**src/rtl/viterbi_pkg.sv**
```systemverilog
// Shared code definitions for the convolutional encoder and the Viterbi decoder:
// default code, rate modes, puncture tables and the frame FSM states.
package viterbi_pkg;

  localparam int K_DEF  = 5;
  localparam int G0_DEF = 'o23;
  localparam int G1_DEF = 'o35;

  typedef enum logic [1:0] {
    RATE_1_2 = 2'd0,
    RATE_2_3 = 2'd1,
    RATE_3_4 = 2'd2
  } mode_e;

  typedef enum logic {
    RUN   = 1'b0,
    FLUSH = 1'b1
  } fsm_e;

  // mask bit 0 covers c0, bit 1 covers c1; 1 = transmitted
  function automatic logic [1:0] punct_mask(mode_e m, logic [1:0] ph);
    logic [1:0] r;
    r = 2'b11;
    case (m)
      RATE_2_3: r = (ph == 2'd0) ? 2'b11 : 2'b01;
      RATE_3_4: r = (ph == 2'd0) ? 2'b11 : (ph == 2'd1) ? 2'b01 : 2'b10;
      default:  r = 2'b11;
    endcase
    return r;
  endfunction

  function automatic logic [1:0] punct_period(mode_e m);
    logic [1:0] r;
    case (m)
      RATE_2_3: r = 2'd2;
      RATE_3_4: r = 2'd3;
      default:  r = 2'd1;
    endcase
    return r;
  endfunction

endpackage

```
**src/rtl/conv_enc_core.sv**
```systemverilog
// Combinational rate-1/2 encoder step: window {u, s}, two parities, next state.
module conv_enc_core
  import viterbi_pkg::*;
#(
  parameter int K  = K_DEF,
  parameter int G0 = G0_DEF,
  parameter int G1 = G1_DEF
) (
  input  logic         u,
  input  logic [K-2:0] s,
  output logic         c0,
  output logic         c1,
  output logic [K-2:0] s_next
);
  localparam logic [K-1:0] G0M = K'(G0);
  localparam logic [K-1:0] G1M = K'(G1);

  logic [K-1:0] w;

  assign w      = {u, s};
  assign c0     = ^(w & G0M);
  assign c1     = ^(w & G1M);
  assign s_next = w[K-1:1];
endmodule

```
**src/rtl/conv_encoder_punct.sv**
```systemverilog
// Convolutional encoder with 2/3, 3/4 puncturing and optional zero-tail flush,
// valid/ready bit stream in, masked 2-bit symbols out through one register.
module conv_encoder_punct
  import viterbi_pkg::*;
#(
  parameter int K       = K_DEF,
  parameter int G0_OCT  = G0_DEF,
  parameter int G1_OCT  = G1_DEF,
  parameter int TAIL_EN = 1
) (
  input  logic       clk,
  input  logic       rst_n,
  input  logic [1:0] mode,
  input  logic       in_valid,
  output logic       in_ready,
  input  logic       in_bit,
  input  logic       in_last,
  output logic       out_valid,
  input  logic       out_ready,
  output logic [1:0] out_sym,
  output logic [1:0] out_mask,
  output logic       out_last
);
  localparam int CW = $clog2(K);

  logic [K-2:0]  s_q, s_nxt;
  logic [1:0]    phase_q;
  fsm_e          fsm_q;
  mode_e         mode_q;
  logic          frame_start_q;
  logic [CW-1:0] flush_cnt_q;

  logic          out_free, acc, flush_go, emit, u, c0, c1;
  mode_e         mode_in, eff_mode;
  logic [1:0]    eff_phase, mask, ph_inc;

  assign mode_in   = (mode == 2'd3) ? RATE_1_2 : mode_e'(mode);
  assign out_free  = !out_valid || out_ready;
  assign in_ready  = (fsm_q == RUN) && out_free;
  assign acc       = in_valid && in_ready;
  assign flush_go  = (fsm_q == FLUSH) && out_free;
  assign emit      = acc || flush_go;
  // the first bit of a frame already uses the freshly sampled mode and phase 0
  assign eff_mode  = (acc && frame_start_q) ? mode_in : mode_q;
  assign eff_phase = (acc && frame_start_q) ? 2'd0 : phase_q;
  assign u         = acc & in_bit;
  assign mask      = punct_mask(eff_mode, eff_phase);
  assign ph_inc    = eff_phase + 2'd1;

  conv_enc_core #(.K(K), .G0(G0_OCT), .G1(G1_OCT)) u_core (
    .u      (u),
    .s      (s_q),
    .c0     (c0),
    .c1     (c1),
    .s_next (s_nxt)
  );

  always_ff @(posedge clk or negedge rst_n) begin
    if (!rst_n) begin
      s_q           <= '0;
      phase_q       <= 2'd0;
      fsm_q         <= RUN;
      mode_q        <= RATE_1_2;
      frame_start_q <= 1'b1;
      flush_cnt_q   <= '0;
      out_valid     <= 1'b0;
      out_sym       <= 2'b00;
      out_mask      <= 2'b00;
      out_last      <= 1'b0;
    end else if (emit) begin
      s_q       <= s_nxt;
      phase_q   <= (ph_inc == punct_period(eff_mode)) ? 2'd0 : ph_inc;
      out_valid <= 1'b1;
      out_sym   <= {c1, c0} & mask;
      out_mask  <= mask;
      out_last  <= 1'b0;
      if (acc) begin
        if (frame_start_q) begin
          mode_q        <= mode_in;
          frame_start_q <= 1'b0;
        end
        if (in_last) begin
          if (TAIL_EN != 0) begin
            fsm_q       <= FLUSH;
            flush_cnt_q <= CW'(K - 1);
          end else begin
            out_last      <= 1'b1;
            frame_start_q <= 1'b1;
          end
        end
      end else begin
        flush_cnt_q <= flush_cnt_q - 1'b1;
        if (flush_cnt_q == CW'(1)) begin
          out_last      <= 1'b1;
          fsm_q         <= RUN;
          frame_start_q <= 1'b1;
        end
      end
    end else if (out_ready) begin
      out_valid <= 1'b0;
    end
  end
endmodule

```
**config.mk**
```make
export PLATFORM = sky130hd
export DESIGN_NAME = conv_encoder_punct
export DESIGN_NICKNAME = d
export VERILOG_FILES = /design/src/rtl/viterbi_pkg.sv /design/src/rtl/conv_enc_core.sv /design/src/rtl/conv_encoder_punct.sv
export SDC_FILE = /design/constraint.sdc
export NUM_CORES = 1
export LEC_CHECK = 0
export CAP_MARGIN = 20
export CORE_ASPECT_RATIO = 0.9
export CORE_MARGIN = 3
export CORE_UTILIZATION = 40
export DETAILED_ROUTE_END_ITERATION = 10
export PLACE_DENSITY = 0.64
export SLEW_MARGIN = 15
export SYNTH_ARGS = -nofsm -noshare
export SYNTH_HDL_FRONTEND = slang
export SYNTH_SLANG_ARGS = --single-unit
export TNS_END_PERCENT = 5
```
**constraint.sdc**
```tcl
create_clock -name clk -period 2.6 [get_ports clk]
set_input_delay 0.26 -clock clk [delete_from_list [all_inputs] [get_ports clk]]
set_output_delay 0.26 -clock clk [all_outputs]
set_load 0.01 [all_outputs]
```
* After elaboration in Yosys (flattened, before gate mapping) *
Cells that the tools add are included.

word-level totals
  bits in latches = 0
  logic and storage cells = 59
  memories = 0
  ROM bits = 0
  input bits = 8
  flip-flop bits (word level) = 19
  output and inout bits = 7
  RAM bits = 0

cells by class
  magnitude comparators = 0
  multiplexer cells = 21
  reduce and logical (&&, ||, !) cells = 16
  divide/modulo/power cells = 0
  $mul = 0
  $add $sub $neg = 2
  shifts and indexed selects = 0
  bitwise gates (word level) = 3
  equality and inequality tests = 7

operator list
  cell                                              number
  2-to-1 mux 2 bit                                  8
  XOR reduction 5 bit                               2
  2-to-1 mux 1 bit                                  9
  case mux 2 bit (2 select lines)                   2
  2-to-1 mux 3 bit                                  2
  AND reduction 3 bit                               2
  == test 2 x 1 -> 1 bit, second input constant     2
  == test 2 bit, second input constant              2
  logical AND 1 bit                                 4
  AND reduction 2 bit                               2
  nonzero test 2 bit                                2
  == test 3 x 1 -> 1 bit, second input constant     1
  subtractor 3 x 1 -> 3 bit, second input constant  1
  adder 2 x 1 -> 2 bit, second input constant       1
  AND 2 bit                                         1
  == test 2 bit                                     1
  logical NOT 2 bit                                 1
  logical OR 1 bit                                  2
  != test 2 bit, second input constant              1
  AND 1 bit                                         1
  logical NOT 1 bit                                 1
  inverter 1 bit                                    1

* Logic depth before layout (Yosys ltp) *
  word-level depth = 11
  depth in mapped cells = 9
  gate-level depth less buffers = 9

* Modules after synthesis *
From an unflattened synthesis, not the netlist that was laid out.

unflattened totals
  cell total of the unflattened synthesis = 104
  area total of the unflattened synthesis = 1129.8 µm²

by module, submodules not included
  module              seq. area each (µm²)  area each (µm²)  cells an instance  times used
  conv_encoder_punct  476.7                 1057.3           96                 1
  conv_enc_core       0.0                   72.6             8                  1

* Least setup slack after synthesis *
Ideal clock, no wire load.

  path type = reg2reg
  start = register out_valid
  end = register out_sym[0]
  stages on the path, launching flop included = 10
  required time = 2465 ps
  setup time = 135 ps
  buffers on the path = 0
  path slack = 451 ps
  data arrival time = 2014 ps
  cells stage by stage = dfrtp_1 -> nor2b_1 -> nor2_2 -> nand3_2 -> mux2_2 -> ha_1 -> nor2_1 -> o21ai_0 -> a41oi_1 -> o31ai_1

between the ends
  word-level cells in the longest chain between the ends = 11
  elaborated cells between the ends (all ways) = 19
  classes of those cells = eq/ne (3); mux (5); bitwise (2); reduce/logical (9)

ends and longest elaborated chain
  what                             RTL line                                            source
  from (decl)                      conv_encoder_punct.sv:18                            output logic out_valid,
  from (signal assigned)           conv_encoder_punct.sv:66                            out_valid <= 1'b0;
  from (signal assigned)           conv_encoder_punct.sv:73                            out_valid <= 1'b1;
  from (signal assigned)           conv_encoder_punct.sv:100                           out_valid <= 1'b0;
  logical NOT 1 bit (*)            conv_encoder_punct.sv:38                            assign out_free = !out_valid || out_ready;
  logical OR 1 bit (*)             conv_encoder_punct.sv:38
  logical AND 1 bit (*)            conv_encoder_punct.sv:39                            assign in_ready = (fsm_q == RUN) && out_free;
  named net in_ready               conv_encoder_punct.sv:15                            output logic in_ready,
  logical AND 1 bit (*)            conv_encoder_punct.sv:40                            assign acc = in_valid && in_ready;
  logical AND 1 bit                conv_encoder_punct.sv:44, conv_encoder_punct.sv:45
  2-to-1 mux 2 bit                 conv_encoder_punct.sv:45                            assign eff_phase = (acc && frame_start_q) ? 2'd0 : phase_q;
  == test 2 x 1 -> 1 bit           viterbi_pkg.sv:26                                   RATE_3_4: r = (ph == 2'd0) ? 2'b11 : (ph == 2'd1) ? 2'b01 : 2'b10;
  2-to-1 mux 2 bit (2 in series)   viterbi_pkg.sv:26
  case mux 2 bit (2 select lines)  viterbi_pkg.sv:24                                   case (m)
  AND 2 bit                        conv_encoder_punct.sv:74                            out_sym <= {c1, c0} & mask;
  to (signal assigned)             conv_encoder_punct.sv:74
  to (decl)                        conv_encoder_punct.sv:20                            output logic [1:0] out_sym,

Mark *: on every way through the listed nets, which the timed path passes. The rest lies on a longest branch.
A chain may end at the register's enable or synchronous reset.

* Worst setup path after layout *
  start = register out_valid
  end = register out_sym[0]

between the ends
  word-level cells in the longest chain between the ends = 11
  elaborated cells between the ends (all ways) = 19
  classes of those cells = eq/ne (3); mux (5); bitwise (2); reduce/logical (9)

ends and longest elaborated chain
  what                             RTL line
  logical NOT 1 bit (*)            conv_encoder_punct.sv:38
  logical OR 1 bit (*)             conv_encoder_punct.sv:38
  logical AND 1 bit                conv_encoder_punct.sv:39
  logical AND 1 bit                conv_encoder_punct.sv:40
  logical AND 1 bit                conv_encoder_punct.sv:44, conv_encoder_punct.sv:45
  2-to-1 mux 2 bit                 conv_encoder_punct.sv:45
  == test 2 x 1 -> 1 bit           viterbi_pkg.sv:26
  2-to-1 mux 2 bit (2 in series)   viterbi_pkg.sv:26
  case mux 2 bit (2 select lines)  viterbi_pkg.sv:24
  AND 2 bit                        conv_encoder_punct.sv:74

Mark *: on every way between the ends. The rest lies on a longest branch, timed or not.

==> key figures <==
Status
  – Status: completed

Timing
  – Fin. Hold Viols: 0
  – Clock skew: 0.00718 ns
  – Endpoints failing setup: 0
  – Crit path time final: 2.21 ns
  – RSZ-0062 raised after global routing: no
  – Max_slew headroom: 41.2%
  – FMAX: 453 MHz
  – Crit share post-route: 84.9%
  – Slew @ Worst Pin: 0.879 ns
  – Slew Viols, Final: 0
  – Setup TNS: 0 ns

Pwr
  – Total leakage power: 0.000599 uW
  – Pwr Total: 1250 uW
  – Max rail drop VDD: 410 uV
  – Pwr dens: 968 nW/um^2

Critical path
  – R2r worst-path depth: 10
  – CP max-delay cell: dfrtp_1
  – Critical path buffer and inverter count: 1
  – Max incr delay on CP: 0.43 ns
  – CP Data Arrival Time: 2.40 ns
  – CP cell instances: nor2b_1 -> nor2_2 -> nand3_2 -> buf_4 -> mux2i_1 -> ha_1 -> nor2_1 -> o21ai_0 -> a41oi_1 -> o31ai_1
  – Worst Setup End Kind: register
  – Reg2reg end: out_sym[0]$_DFFE_PN0P_
  – Critical setup path kind: register to register
  – Critical path's top delay family: simple AND/OR/NAND/NOR gates
  – R2r startpoint: out_valid$_DFFE_PN0P_
  – Maximum fanout along the worst path: 4
  – Critical Path Source Type: register
  – WP data required: 2.79 ns
  – R2r setup slk: 0.39 ns

Synthesis
  – Mapped Nets: 118
  – Synth Area in Compound Gates: 13.0%
  – Xor/xnor cell area share of the yosys netlist: 6.46%
  – Main combinational cell family by area after synthesis: simple AND/OR/NAND/NOR gates
  – Yosys reg bits: 19
  – Mux cell area share after synthesis: 9.86%
  – Synth unique cells: 34
  – Cell with the most instances after synthesis: dfrtp_1
  – Syn Std Cell Area: 1100 sq um
  – Post-synth top flop: dfrtp_1
  – Commonest cells in the netlist: dfrtp_1 (18), nand2_1 (15), o21ai_0 (9)
  – Top cell type by total area after synthesis: dfrtp_1
  – Adder-Cell Fraction of Synth Area: 6.80%
  – Yosys top cell area share: 40.8%
  – Post-Synth Simple-Gate Area: 15.0%
  – Post-Syn Instances: 104
  – Syn Area/Cell: 10.6 sq um
  – Synth warn: 0
  – Post-synth EDFFs: 0
  – Synth area leaders: dfrtp_1 (41%), mux2_2 (7.1%), ha_1 (6.8%)
  – Asr flop ratio synth: 100%
  – Sequential share of the synthesized area: 43.2%

Finish
  – Design Area, Final: 1290 sq um
  – Final Core Density: 51.1%
  – Ant. Diodes: 0
  – Layout cells sized above 1: 19.0%
  – Nets@finish: 136
  – Area Overhead vs Synth: 17.2%

Job
  – Maxcap violations: 0

Die
  – Die Height: 55.8 um
  – Initial Utilization: 43.6%
  – Die Footprint: 3430 sq um
  – I/O pins: 15
  – Core area: 2530 sq um
  – Die span in x: 61.4 um
  – Row cnt: 17

Detailed routing
  – Routed vias: 787
  – Final ANT Viol Nets: 0
  – Post-Route WL: 2000 um
  – DRC: 0
  – First-pass detailed-route iteration total: 2
  – DR iter-0 viols: 20
  – Routed length per instance: 13.4 um
  – Vias per cell: 5.28

Clocking
  – CTS tree: built
  – Post-CTS Setup Inserts: 0
  – Htree depth: 1
  – Clock root buffer: clkbuf_4
  – TritonCTS Sinks: 19
  – Post-CTS Hold Fix Bufs: 0
  – TritonCTS buffer count: 3
  – Post-CTS Resized: 0
  – Clock Pin Slew Worst Setup and Hold Paths: 0.12 ns
  – Later-pin clock latency in the skew report: 0.30 ns
  – Max clock buf depth: 2

Global routing
  – Largest net degree at the start of global routing: 20
  – GRT Overall Usage: 13.9%
  – First-pass GRT wire length: 3690 um
  – Grt total ovfl: 0
  – Vias in the first global route: 816
  – Initial antenna violation count: 0

Placement
  – Detail Placement HPWL: 1490 um
  – Placement Cell Area: 1270 sq um
  – Count of port buffers added during placement: 14
  – Final GP Congestion: 0.725

Min path
  – Worst hold path class: input pin to asynchronous set/reset pin
cell type report:
type                    count  area [sq um]
flip-flops and latches     19           477
fillers                   245          1240
inverters                   7          27.5
well taps                  28          35.0
clock inverters             1          5.00
multi-input cells          74           564
repair buffers             17           163
clock buffers               3          22.5
per-stage QoR:
stage	std cells	setup WS [ns]	hold slack [ns]
after floorplan	104	0.451	-0.0356
after global placement	145	0.248	0.464
after detailed placement	145	0.146	0.473
after CTS	149	0.368	0.480
after global routing	149	0.216	0.513
final	149	0.391	0.441
routing by layer:
metal | global-route usage (%) | wire (um)
met5 | 0 | 0
met4 | 1.82 | 13
met3 | 4.18 | 80
met2 | 21.9 | 965
met1 | 19.3 | 938
cells in the final DEF (no fill, tap or decap), drive strengths merged, types with 2 or more instances in the layout:
| cell type | count |
|---|---|
| xnor3 | 2 |
| mux2i | 3 |
| inv | 6 |
| nor2b | 4 |
| nand3 | 2 |
| clkinv | 2 |
| ha | 6 |
| xnor2 | 2 |
| clkdlybuf4s50 | 14 |
| a41oi | 2 |
| a21oi | 2 |
| nor2 | 6 |
| o31ai | 3 |
| dfrtp | 18 |
| nand2 | 15 |
| buf | 3 |
| clkbuf | 3 |
| a31oi | 2 |
| mux2 | 7 |
| o21ai | 10 |
sequential cells by signal, summed over array words and instances, names as in the netlist, 2 cells and up:
signal,count
out_sym,2
flush_cnt_q,3
phase_q,2
s_q,4
out_mask,2
mode_q,2
worst max path at each step:
stage | from | to | slack (ns) | cells past startpoint
6_report | out_valid$_DFFE_PN0P_ | out_sym[0]$_DFFE_PN0P_ | 0.39 | 10
3_3_place_gp | out_ready | out_mask[0]$_DFFE_PN0P_ | 0.25 | 10
5_1_grt | out_valid$_DFFE_PN0P_ | out_mask[0]$_DFFE_PN0P_ | 0.22 | 10
2_1_floorplan | out_valid$_DFFE_PN0P_ | out_sym[0]$_DFFE_PN0P_ | 0.45 | 9
4_1_cts | out_valid$_DFFE_PN0P_ | out_sym[0]$_DFFE_PN0P_ | 0.37 | 10
3_5_place_dp | out_ready | out_sym[0]$_DFFE_PN0P_ | 0.15 | 10
kinds of logic after synthesis:
logic type,Yosys count
simple gates,32
flops,19
buf+inv,11
fa+ha+maj,6
compound gates,21
mux,10
xor+xnor,5
where the power goes:
part | total, uW | internal [uW] | leakage [uW] | switching [uW]
clock network | 153 | 57.4 | 0.0000177 | 95.6
logic | 582 | 309 | 0.000347 | 273
registers | 517 | 416 | 0.000234 | 101
total | 1250 | 782 | 0.000599 | 470
Power figures use the tool's default switching activity.
